===== src/rtl/translate_stream.sv =====
// Two-stage valid/ready pipeline adding a programmable (dx, dy) to every point.
// Define TRANSLATE_SATURATE_EN to clamp overflowing coordinates instead of wrapping.
module translate_stream #(
  parameter int COORD_WIDTH = 16,
  parameter int NUM_POINTS  = 4,
  parameter int COUNT_WIDTH = 32
) (
  input  logic                                clk_in,
  input  logic                                rst_in,
  input  logic [COORD_WIDTH-1:0]              offset_x_in,
  input  logic [COORD_WIDTH-1:0]              offset_y_in,
  input  logic                                offset_valid_in,
  input  logic [2*COORD_WIDTH*NUM_POINTS-1:0] data_in,
  input  logic                                valid_in,
  output logic                                ready_out,
  output logic [2*COORD_WIDTH*NUM_POINTS-1:0] data_out,
  output logic                                valid_out,
  input  logic                                ready_in,
  output logic                                overflow_out,
  output logic [COUNT_WIDTH-1:0]              beat_count_out
);

  localparam int W  = COORD_WIDTH;
  localparam int L  = 2 * NUM_POINTS;
  localparam int DW = W * L;

  logic [W-1:0]  ox_q, oy_q;
  logic [DW-1:0] sum_d;
  logic [L-1:0]  lane_ovf;

  logic          s1_valid_q, s2_valid_q;
  logic [DW-1:0] s1_data_q, s2_data_q;
  logic [L-1:0]  s1_ovf_q;
  logic          s2_ovf_q;
  logic [COUNT_WIDTH-1:0] cnt_q;

  logic in_xfer, out_xfer, s1_load, s2_load;

  // Odd lanes are x (upper half of a point), even lanes are y.
  for (genvar g = 0; g < L; g++) begin : g_lane
    logic [W-1:0] c, o;
    logic [W:0]   s;
    assign c = data_in[g*W +: W];
    if (g % 2 == 1) begin : g_x
      assign o = ox_q;
    end else begin : g_y
      assign o = oy_q;
    end
    assign s = {c[W-1], c} + {o[W-1], o};
    assign lane_ovf[g] = s[W] ^ s[W-1];
`ifdef TRANSLATE_SATURATE_EN
    assign sum_d[g*W +: W] = !lane_ovf[g] ? s[W-1:0] :
                             s[W] ? {1'b1, {(W-1){1'b0}}} :
                                    {1'b0, {(W-1){1'b1}}};
`else
    assign sum_d[g*W +: W] = s[W-1:0];
`endif
  end

  assign s2_load   = !s2_valid_q || ready_in;
  assign s1_load   = !s1_valid_q || s2_load;
  assign ready_out = !rst_in && s1_load;
  assign in_xfer   = valid_in && ready_out;
  assign out_xfer  = s2_valid_q && ready_in;

  always_ff @(posedge clk_in) begin
    if (rst_in) begin
      ox_q       <= '0;
      oy_q       <= '0;
      s1_valid_q <= 1'b0;
      s1_data_q  <= '0;
      s1_ovf_q   <= '0;
      s2_valid_q <= 1'b0;
      s2_data_q  <= '0;
      s2_ovf_q   <= 1'b0;
      cnt_q      <= '0;
    end else begin
      if (offset_valid_in) begin
        ox_q <= offset_x_in;
        oy_q <= offset_y_in;
      end
      if (s1_load) begin
        s1_valid_q <= in_xfer;
        if (in_xfer) begin
          s1_data_q <= sum_d;
          s1_ovf_q  <= lane_ovf;
        end
      end
      if (s2_load) begin
        s2_valid_q <= s1_valid_q;
        if (s1_valid_q) begin
          s2_data_q <= s1_data_q;
          s2_ovf_q  <= |s1_ovf_q;
        end
      end
      if (out_xfer) cnt_q <= cnt_q + COUNT_WIDTH'(1);
    end
  end

  assign data_out       = s2_data_q;
  assign valid_out      = s2_valid_q;
  assign overflow_out   = s2_ovf_q;
  assign beat_count_out = cnt_q;

endmodule

===== config.mk =====
export PLATFORM = sky130hd
export DESIGN_NAME = translate_stream
export DESIGN_NICKNAME = d
export VERILOG_FILES = /design/src/rtl/translate_stream.sv
export SDC_FILE = /design/constraint.sdc
export NUM_CORES = 1
export LEC_CHECK = 0
export CAP_MARGIN = 40
export CELL_PAD_IN_SITES_DETAIL_PLACEMENT = 0
export CELL_PAD_IN_SITES_GLOBAL_PLACEMENT = 1
export CORE_MARGIN = 8
export CORE_UTILIZATION = 45
export DETAILED_ROUTE_END_ITERATION = 10
export DONT_BUFFER_PORTS = 1
export GPL_ROUTABILITY_DRIVEN = 0
export MAX_ROUTING_LAYER = met4
export PLACE_DENSITY_LB_ADDON = 0.1
export SLEW_MARGIN = 30
export SYNTH_ARGS = -nofsm -noshare
export SYNTH_HDL_FRONTEND = slang
export SYNTH_SLANG_ARGS = --single-unit

===== constraint.sdc =====
create_clock -name clk_in -period 4.05 [get_ports clk_in]
set_input_delay 0.405 -clock clk_in [delete_from_list [all_inputs] [get_ports clk_in]]
set_output_delay 0.405 -clock clk_in [all_outputs]
set_load 0.01 [all_outputs]

# == Yosys cells after proc, flatten, opt, wreduce, memory -nomap -nowiden ==
# Index checks and enable logic that the tools add are counted.
# totals
out_inout_bits,163
word_cells,37
in_bits,165
ff_bits,331
# op_classes
n_reduce_logical,11
addsub,9
n_bitwise,8
# op_table
cell,count
$add 16x16->17,8
$add 32x1->32 const B,1
$reduce_or 8->1,1
$xor 1x1->1,8
$reduce_and 2->1,2
$logic_and 1x1->1,3
$logic_not 1->1,3
$logic_or 1x1->1,2

# == Logic depth before layout (Yosys ltp) ==
# Gate-level depths: netlist of the first run.
# depth
ltp_word,6
mapped_depth,9
depth_no_buf,9

# == Least setup slack after synthesis of the first run ==
# Ideal clock, no wire load.
# synth_path
kind,input to register
from,input port data_in[112]
to,register s1_ovf_q[7]
setup_time_ns,0.063
required_time_ns,3.987
arrival_ns,2.415
path_buffers,0
slack_ns,1.572
stages,9
path_cell_list,ha_1 fa_1 a21o_2 a311oi_2 o211ai_2 a31oi_4 o21ai_2 or4_1 nand3_1
# synth_via
elab_chain_cells,2
# synth_rtl
item,line,source
start: declaration,13,"input logic [2*COORD_WIDTH*NUM_POINTS-1:0] data_in,"
$add 16x16->17,49,"assign s = {c[W-1], c} + {o[W-1], o};"
$xor 1x1->1,50,assign lane_ovf[g] = s[W] ^ s[W-1];
end signal: assignment,86,s1_ovf_q <= lane_ovf;
end: declaration,33,logic [L-1:0] s1_ovf_q;
# No other way between the ends.
# A chain may end at the register's enable or synchronous reset.

# == Worst setup path in the final report of the first run ==
# layout_path
from,register oy_q[0] (netlist: g_lane[0].o[0])
to,register s1_ovf_q[2]
# layout_via
elab_chain_cells,2
# layout_rtl
item,line,source
start: declaration,27,"logic [W-1:0] ox_q, oy_q;"
start signal: assignment,80,oy_q <= offset_y_in;
$add 16x16->17,49,
$xor 1x1->1,50,
# No other way between the ends.

==> results of run 1 <==
through the flow:
| stage | worst slack (ps) | instances |
|---|---|---|
| after global placement | 1350 | 2474 |
| after floorplan | 1570 | 2055 |
| after detailed placement | 1280 | 2474 |
| after global routing | 953 | 2606 |
| final | 1220 | 2606 |
| after CTS | 1240 | 2602 |
where the power goes:
part           switching [mW]  internal [mW]  leakage, nW
Clock                    1.41           2.41        0.687
Sequential              0.211           3.48         2.71
Combinational           0.747          0.543         4.45
Total                    2.37           6.44         7.84
layer usage:
metal / up-vias / track usage / share of wire
li1: 7302 / - / -
met3: 94 / 0.0712 / 0.082
met5: - / - / 0
met4: 0 / 0.0869 / 0.033
met2: 357 / 0.365 / 0.44
met1: 6945 / 0.297 / 0.44
state kept, by name, indices dropped and copies added (netlist names):
register and flops:
valid_out 1, s1_ovf_q 8, overflow_out 1, s1_data_q 128, g_lane.o 32, beat_count_out 32, data_out 128, s1_valid_q 1
worst reg2reg max path: cells and delay by family, from the launching register on:
family / cells / cell delay (ps)
AO/OA/AOI/OAI: 6 / 1600
adder cells (fa/ha/maj): 2 / 640
flip-flops: 1 / 380
AND/OR/NAND/NOR: 1 / 90
synth_stat cells, types with 14 or more instances:
| cell | count | area [um^2] |
|---|---|---|
| a21o_1 | 46 | 345 |
| ha_1 | 129 | 1610 |
| nand2_1 | 352 | 1320 |
| o21bai_1 | 16 | 120 |
| a211oi_1 | 32 | 240 |
| inv_1 | 28 | 105 |
| o21a_1 | 18 | 135 |
| xnor2_1 | 46 | 403 |
| nor3_1 | 29 | 145 |
| mux2i_1 | 33 | 330 |
| clkbuf_1 | 81 | 304 |
| nor2_1 | 122 | 458 |
| a21oi_1 | 212 | 1060 |
| nand3_1 | 146 | 731 |
| o21ai_0 | 148 | 741 |
| and3_1 | 14 | 87.6 |
| dfxtp_1 | 331 | 6630 |
| xor2_1 | 76 | 666 |
worst min path at each step:
stage / slack [ps] / startpoint / end / cells past startpoint
3_5_place_dp: 440 / s1_data_q[7]$_SDFFE_PP0P_ / data_out[7]$_SDFFE_PP0P_ / 2
4_1_cts: 0.5 / offset_valid_in / g_lane[1].o[5]$_SDFFE_PP0P_ / 2
5_1_grt: 20 / offset_x_in[4] / g_lane[1].o[4]$_SDFFE_PP0P_ / 2
2_1_floorplan: 430 / s1_data_q[122]$_SDFFE_PP0P_ / data_out[122]$_SDFFE_PP0P_ / 2
6_report: 30 / offset_x_in[4] / g_lane[1].o[4]$_SDFFE_PP0P_ / 2
3_3_place_gp: 440 / s1_data_q[8]$_SDFFE_PP0P_ / data_out[8]$_SDFFE_PP0P_ / 2
what timing repair did:
item	4_1_cts	5_1_grt
endpoints found under the hold margin	199	0
gates resized for setup	0	0
hold buffers	58	0
kinds of logic after synthesis:
logic type               synth area share
adder cells (fa/ha/maj)             0.104
AND/OR/NAND/NOR                     0.188
XOR/XNOR                           0.0626
multiplexers                       0.0194
flip-flops                          0.388
buffers and inverters              0.0299
AO/OA/AOI/OAI                       0.208
final cells by class:
class                   instances  area (um^2)  share of cell area
diodes                          3         7.51            0.000386
clock buffers                  50         1090              0.0560
clock inverters                20          313              0.0161
inverters                      29          114             0.00585
multi-input cells            1593         9940               0.511
flip-flops and latches        331         6630               0.340
well taps                     511          639              0.0328
repair buffers                 69          738              0.0379
==> flow_summary.ini, run 1 <==
[finish]
n_fill_cell = 3622
final_design_area_no_fill_mm2 = 0.0195
fin_nets = 2364
drive_above_1_share = 0.0583
post-route-util = 0.519
final_common_cell = nand2_1
syn2layout_area_growth_pct = 14.2
mostFrequentLayoutCells = nand2_1 (351), dfxtp_1 (331), a21oi_1 (212)

[min_path]
hold_class = in2reg

[clock_network]
clkSlewWorstSetupHoldPaths_ps = 60
clkLatencyLatePin_ps = 550
cts_root_buf = clkbuf_16
clock-sinks = 331
post_cts_buffers = 0
cts_buffer_depth = 3
numCtsBuffers = 38
h-tree-depth = 2
cts_tree = yes

[routing]
drtIter0Drc = 924
ant_nets = 0
drc_errors = 0
vias = 14700
routed_wl_um = 53100
viasPerCell = 5.64
routedWlPerCell_um = 20.4
firstDrtPassIters = 5

[floorplan]
die_area_mm2 = 0.0444
rows = 71
start_util = 0.455
die_h_um = 211
io-pin-count = 328
core_mm2 = 0.0375
dieWidth_um = 211

[job]
cap_violations = 0

[synth]
syn_area_mm2 = 0.0171
ys_seq_area_frac = 0.388
synth_enable_flop_cells = 0
ys_ff_latch = 331
syn_inst = 2055
async_reset_ff_frac = 0
synth_nets = 2357
postSynthAreaPerCell_um2 = 8.30
yosysWarnings = 0
ys_types = 73
synth_top_flop_cell = dfxtp_1

[timing]
fin_tns_setup_ps = 0
tightest_slew_ps = 996
fmax_ghz = 0.353
min_period_ps = 2830
fin_skew_ps = 26.3
min_period_over_period = 0.699
relSlewSlack = 0.336
hold-worst-slack_ps = 32.9
rsz0062_at_grt = no
slew_viol_final = 0
hold_viol = 0
setup_viol = 0

[place]
portBuffers = 0
placed_area_mm2 = 0.0174
hpwlAfterDp_um = 37800

[global_routing]
antenna_found_initial = 3
grt.total_usage = 0.239
grt_pass1_wl_um = 81700
grt_pass1_vias = 14100
grt_max_degree = 200
overflow = 0

[pwr]
finalPower_mw = 8.81
vdd_drop_max_mv = 0.302
powerDensity_mw_per_mm2 = 452
leakage_nw = 7.84

[setup_path]
r2r-end = s1_ovf_q[2]$_SDFFE_PP0P_
rrSetupSlack_ps = 1220
path_depth = 9
max_stage_delay_ps = 690
slowest_stage = a2111oi_0
start_kind = flip-flop
reg2reg_depth = 9
endpoint = s1_ovf_q[2]$_SDFFE_PP0P_
crit_start = g_lane[0].o[0]$_SDFFE_PP0P_
crit_arrival_ps = 3260
cp_num_buf_inv = 0
crit_chain = ha_1 > fa_1 > a21oi_1 > o21bai_1 > a2111oi_0 > o31ai_1 > a41o_1 > o2111ai_1 > nand3_1
critPathTopFamily = compound AO/OA/AOI/OAI gates
cp-end-kind = flip-flop
worst_ep_required_time_ps = 4470
timing.rr.start = g_lane[0].o[0]$_SDFFE_PP0P_
path_max_fanout = 5
critical_path_class = reg2reg

[outcome]
run_status = finished, final reports clean
Note: power is estimated with default switching activity, not from simulation.
==> run 2: changes to the inputs <==
--- a/config.mk
+++ b/config.mk
@@ -5,6 +5,7 @@
 export SDC_FILE = /design/constraint.sdc
 export NUM_CORES = 1
 export LEC_CHECK = 0
+export ABC_AREA = 1
 export CAP_MARGIN = 40
 export CELL_PAD_IN_SITES_DETAIL_PLACEMENT = 0
 export CELL_PAD_IN_SITES_GLOBAL_PLACEMENT = 1
==> constraint.sdc (replaced) <==
create_clock -name clk_in -period 2.8 [get_ports clk_in]
set_input_delay 0.28 -clock clk_in [delete_from_list [all_inputs] [get_ports clk_in]]
set_output_delay 0.28 -clock clk_in [all_outputs]
set_load 0.01 [all_outputs]
==> run 2 against run 1 <==
Die area is 14% higher. Global-route usage rose by 2.1 points. Utilization decreased by 0.52 points. Hold slack better by 11 ps. Critical path depth up 3. Synthesized area grew 15%. Synthesized cell count rose by 47%. Sequential share of layout area decreased by 4.0 points. Clock skew decreased by 0.70 ps. Critical endpoint is now s1_ovf_q[5]$_SDFFE_PP0P_. Largest cell class unchanged.
==> flow_summary.ini, run 2 <==
[pwr]
vdd_drop_max_mv = 0.443
sw_frac_of_total = 0.309
p_seq_frac = 0.411
leakage_nw = 10.8
finalPower_mw = 13.4
p_int_mw = 9.25
clkPwrFrac = 0.400
powerDensity_mw_per_mm2 = 606
power.switching_mw = 4.14
p_comb_frac = 0.189

[setup_path]
cp-end-kind = flip-flop
worst_ep_required_time_ps = 3260
max_stage_delay_ps = 430
crit_arrival_ps = 2570
critical_path_class = reg2reg
cp_num_buf_inv = 1
path_common_cell = nand2_1
path_max_fanout = 5
path_depth = 12
start_kind = flip-flop
crit_chain = ha_1 > fa_1 > nand2_1 > nand2_1 > nand3_1 > nand2_1 > nand2_1 > nand2_1 > nand2_1 > nand3_1 > nand2_1 > inv_1
critPathTopFamily = simple AND/OR/NAND/NOR gates
endpoint = s1_ovf_q[5]$_SDFFE_PP0P_
slowest_stage = fa_1
r2r-end = s1_ovf_q[5]$_SDFFE_PP0P_
timing.rr.start = g_lane[1].o[0]$_SDFFE_PP0P_
crit_start = g_lane[1].o[0]$_SDFFE_PP0P_
rrSetupSlack_ps = 690
reg2reg_depth = 12

[timing]
fin_tns_setup_ps = 0
tightest_slew_ps = 703
min_period_ps = 2110
min_period_over_period = 0.754
rsz0062_at_grt = no
relSlewSlack = 0.531
hold_viol = 0
hold-worst-slack_ps = 43.6
slew_viol_final = 0
setup_viol = 0
fin_skew_ps = 25.6
fmax_ghz = 0.474

[clock_network]
cts_root_buf = clkbuf_16
numCtsBuffers = 41
clkLatencyLatePin_ps = 570
post_cts_resized = 0
cts_buffer_depth = 3
clkSlewWorstSetupHoldPaths_ps = 60
clock-sinks = 331
cts_tree = yes
h-tree-depth = 2

[floorplan]
rows = 76
core_mm2 = 0.0430
die_h_um = 225
die_area_mm2 = 0.0505
start_util = 0.456
dieWidth_um = 225
io-pin-count = 328

[synth]
syn_area_mm2 = 0.0196
synth_area_leaders = dfxtp_1 (34%), nand2_1 (16%), ha_1 (8.2%)
netlist_top_cells_count = nand2_1 (810), nor2_1 (400), inv_1 (381)
synth_enable_flop_cells = 0
synth_top_area_frac = 0.338
async_reset_ff_frac = 0
postSynthAreaPerCell_um2 = 6.47
ys_ff_latch = 331
yosysMostFrequentCell = nand2_1
yosysWarnings = 0
synth_nets = 3329
synth_top_flop_cell = dfxtp_1
ys_types = 40
yosysTopAreaCell = dfxtp_1
syn_inst = 3027
ys_seq_area_frac = 0.338

[routing]
viasPerCell = 5.13
firstDrtPassIters = 5
drc_errors = 0
routedWlPerCell_um = 17.8
ant_nets = 0
drtIter0Drc = 1303
vias = 18900
routed_wl_um = 65500

[finish]
final_design_area_no_fill_mm2 = 0.0221
fin_nets = 3353
mostFrequentLayoutCells = nand2_1 (809), nor2_1 (400), inv_1 (380)
final_common_cell = nand2_1
n_fill_cell = 4422
post-route-util = 0.514
syn2layout_area_growth_pct = 12.8
drive_above_1_share = 0.0419

[global_routing]
antenna_found_initial = 10
grt_pass1_vias = 17500
grt_pass1_wl_um = 101000
grt.total_usage = 0.260
grt_max_degree = 167
overflow = 0

[place]
hpwlAfterDp_um = 49500
portBuffers = 0
placed_area_mm2 = 0.0201

[outcome]
run_status = finished, final reports clean

[min_path]
hold_class = in2reg

[job]
cap_violations = 0
[run 2: worst min-delay path by stage]
stage / startpoint / endpoint / slack, ps / cells after the start
after CTS: data_in[17] / s1_data_q[17]$_SDFFE_PP0P_ / 7 / 3
after global placement: rst_in / s1_valid_q$_SDFFE_PP0N_ / 360 / 1
after detailed placement: rst_in / valid_out$_SDFFE_PP0P_ / 360 / 1
after global routing: data_in[33] / s1_data_q[33]$_SDFFE_PP0P_ / 40 / 3
final: data_in[96] / s1_data_q[96]$_SDFFE_PP0P_ / 40 / 3
after floorplan: offset_y_in[0] / g_lane[0].o[0]$_SDFFE_PP0P_ / 410 / 2
[run 2: stage by stage]
| step | cells | setup slack (ps) |
|---|---|---|
| after floorplan | 3027 | 1060 |
| after global placement | 3529 | 759 |
| after detailed placement | 3529 | 713 |
| after CTS | 3665 | 695 |
| after global routing | 3675 | 515 |
| final | 3675 | 690 |
[run 2: worst register-to-register path, delay by kind of cell, from the launching register on]
| family | cells | cell delay, ps |
|---|---|---|
| buf+inv | 1 | 40 |
| simple gates | 9 | 900 |
| fa+ha+maj | 2 | 690 |
| flops | 1 | 390 |
[run 2: cells by family (layout without fill, tap and decap cells)]
| family | Yosys count | count (layout) | share of synthesized area |
|---|---|---|---|
| AOI/OAI and AO/OA | 494 | 494 | 0.130 |
| adders and majority gates | 137 | 137 | 0.0906 |
| other | 0 | 10 | 0 |
| xor gates and xnor gates | 42 | 42 | 0.0188 |
| and+or+nand+nor | 1533 | 1533 | 0.324 |
| DFF | 331 | 331 | 0.338 |
| buffers and inverters | 490 | 543 | 0.0988 |
[run 2: routing by layer]
metal  part of all wire  track usage  wire [um]
met1               0.44        0.323      29000
met2               0.46        0.408      29800
met3              0.066       0.0548       4340
met4              0.036        0.102       2360
met5                  0            -          0
[run 2: final cells by class]
type	instances	area, um^2	area share
clock buffers	57	1180	0.0533
repair buffers	80	866	0.0392
inverters	391	1480	0.0669
diodes	10	25.0	0.00113
multi-input cells	2206	11000	0.499
clock inverters	15	161	0.00730
flip-flops and latches	331	6630	0.300
well taps	585	732	0.0331
[run 2: power groups by stage]
stage / clock network [mW] / registers (mW) / logic (mW)
after CTS: 5.50 / 5.51 / 2.52
after floorplan: 0 / 5.45 / 1.87
after global routing: 5.66 / 5.54 / 2.90
final: 5.35 / 5.51 / 2.53
after detailed placement: 0 / 5.61 / 2.39
after global placement: 0 / 5.61 / 2.38
[run 2: repair_timing]
| action | 4_1_cts | 5_1_grt |
|---|---|---|
| hold buffers | 64 | 0 |
| buffers inserted | 0 | 0 |
| setup endpoints to repair | 0 | 0 |
| hold endpoints to repair | 85 | 0 |
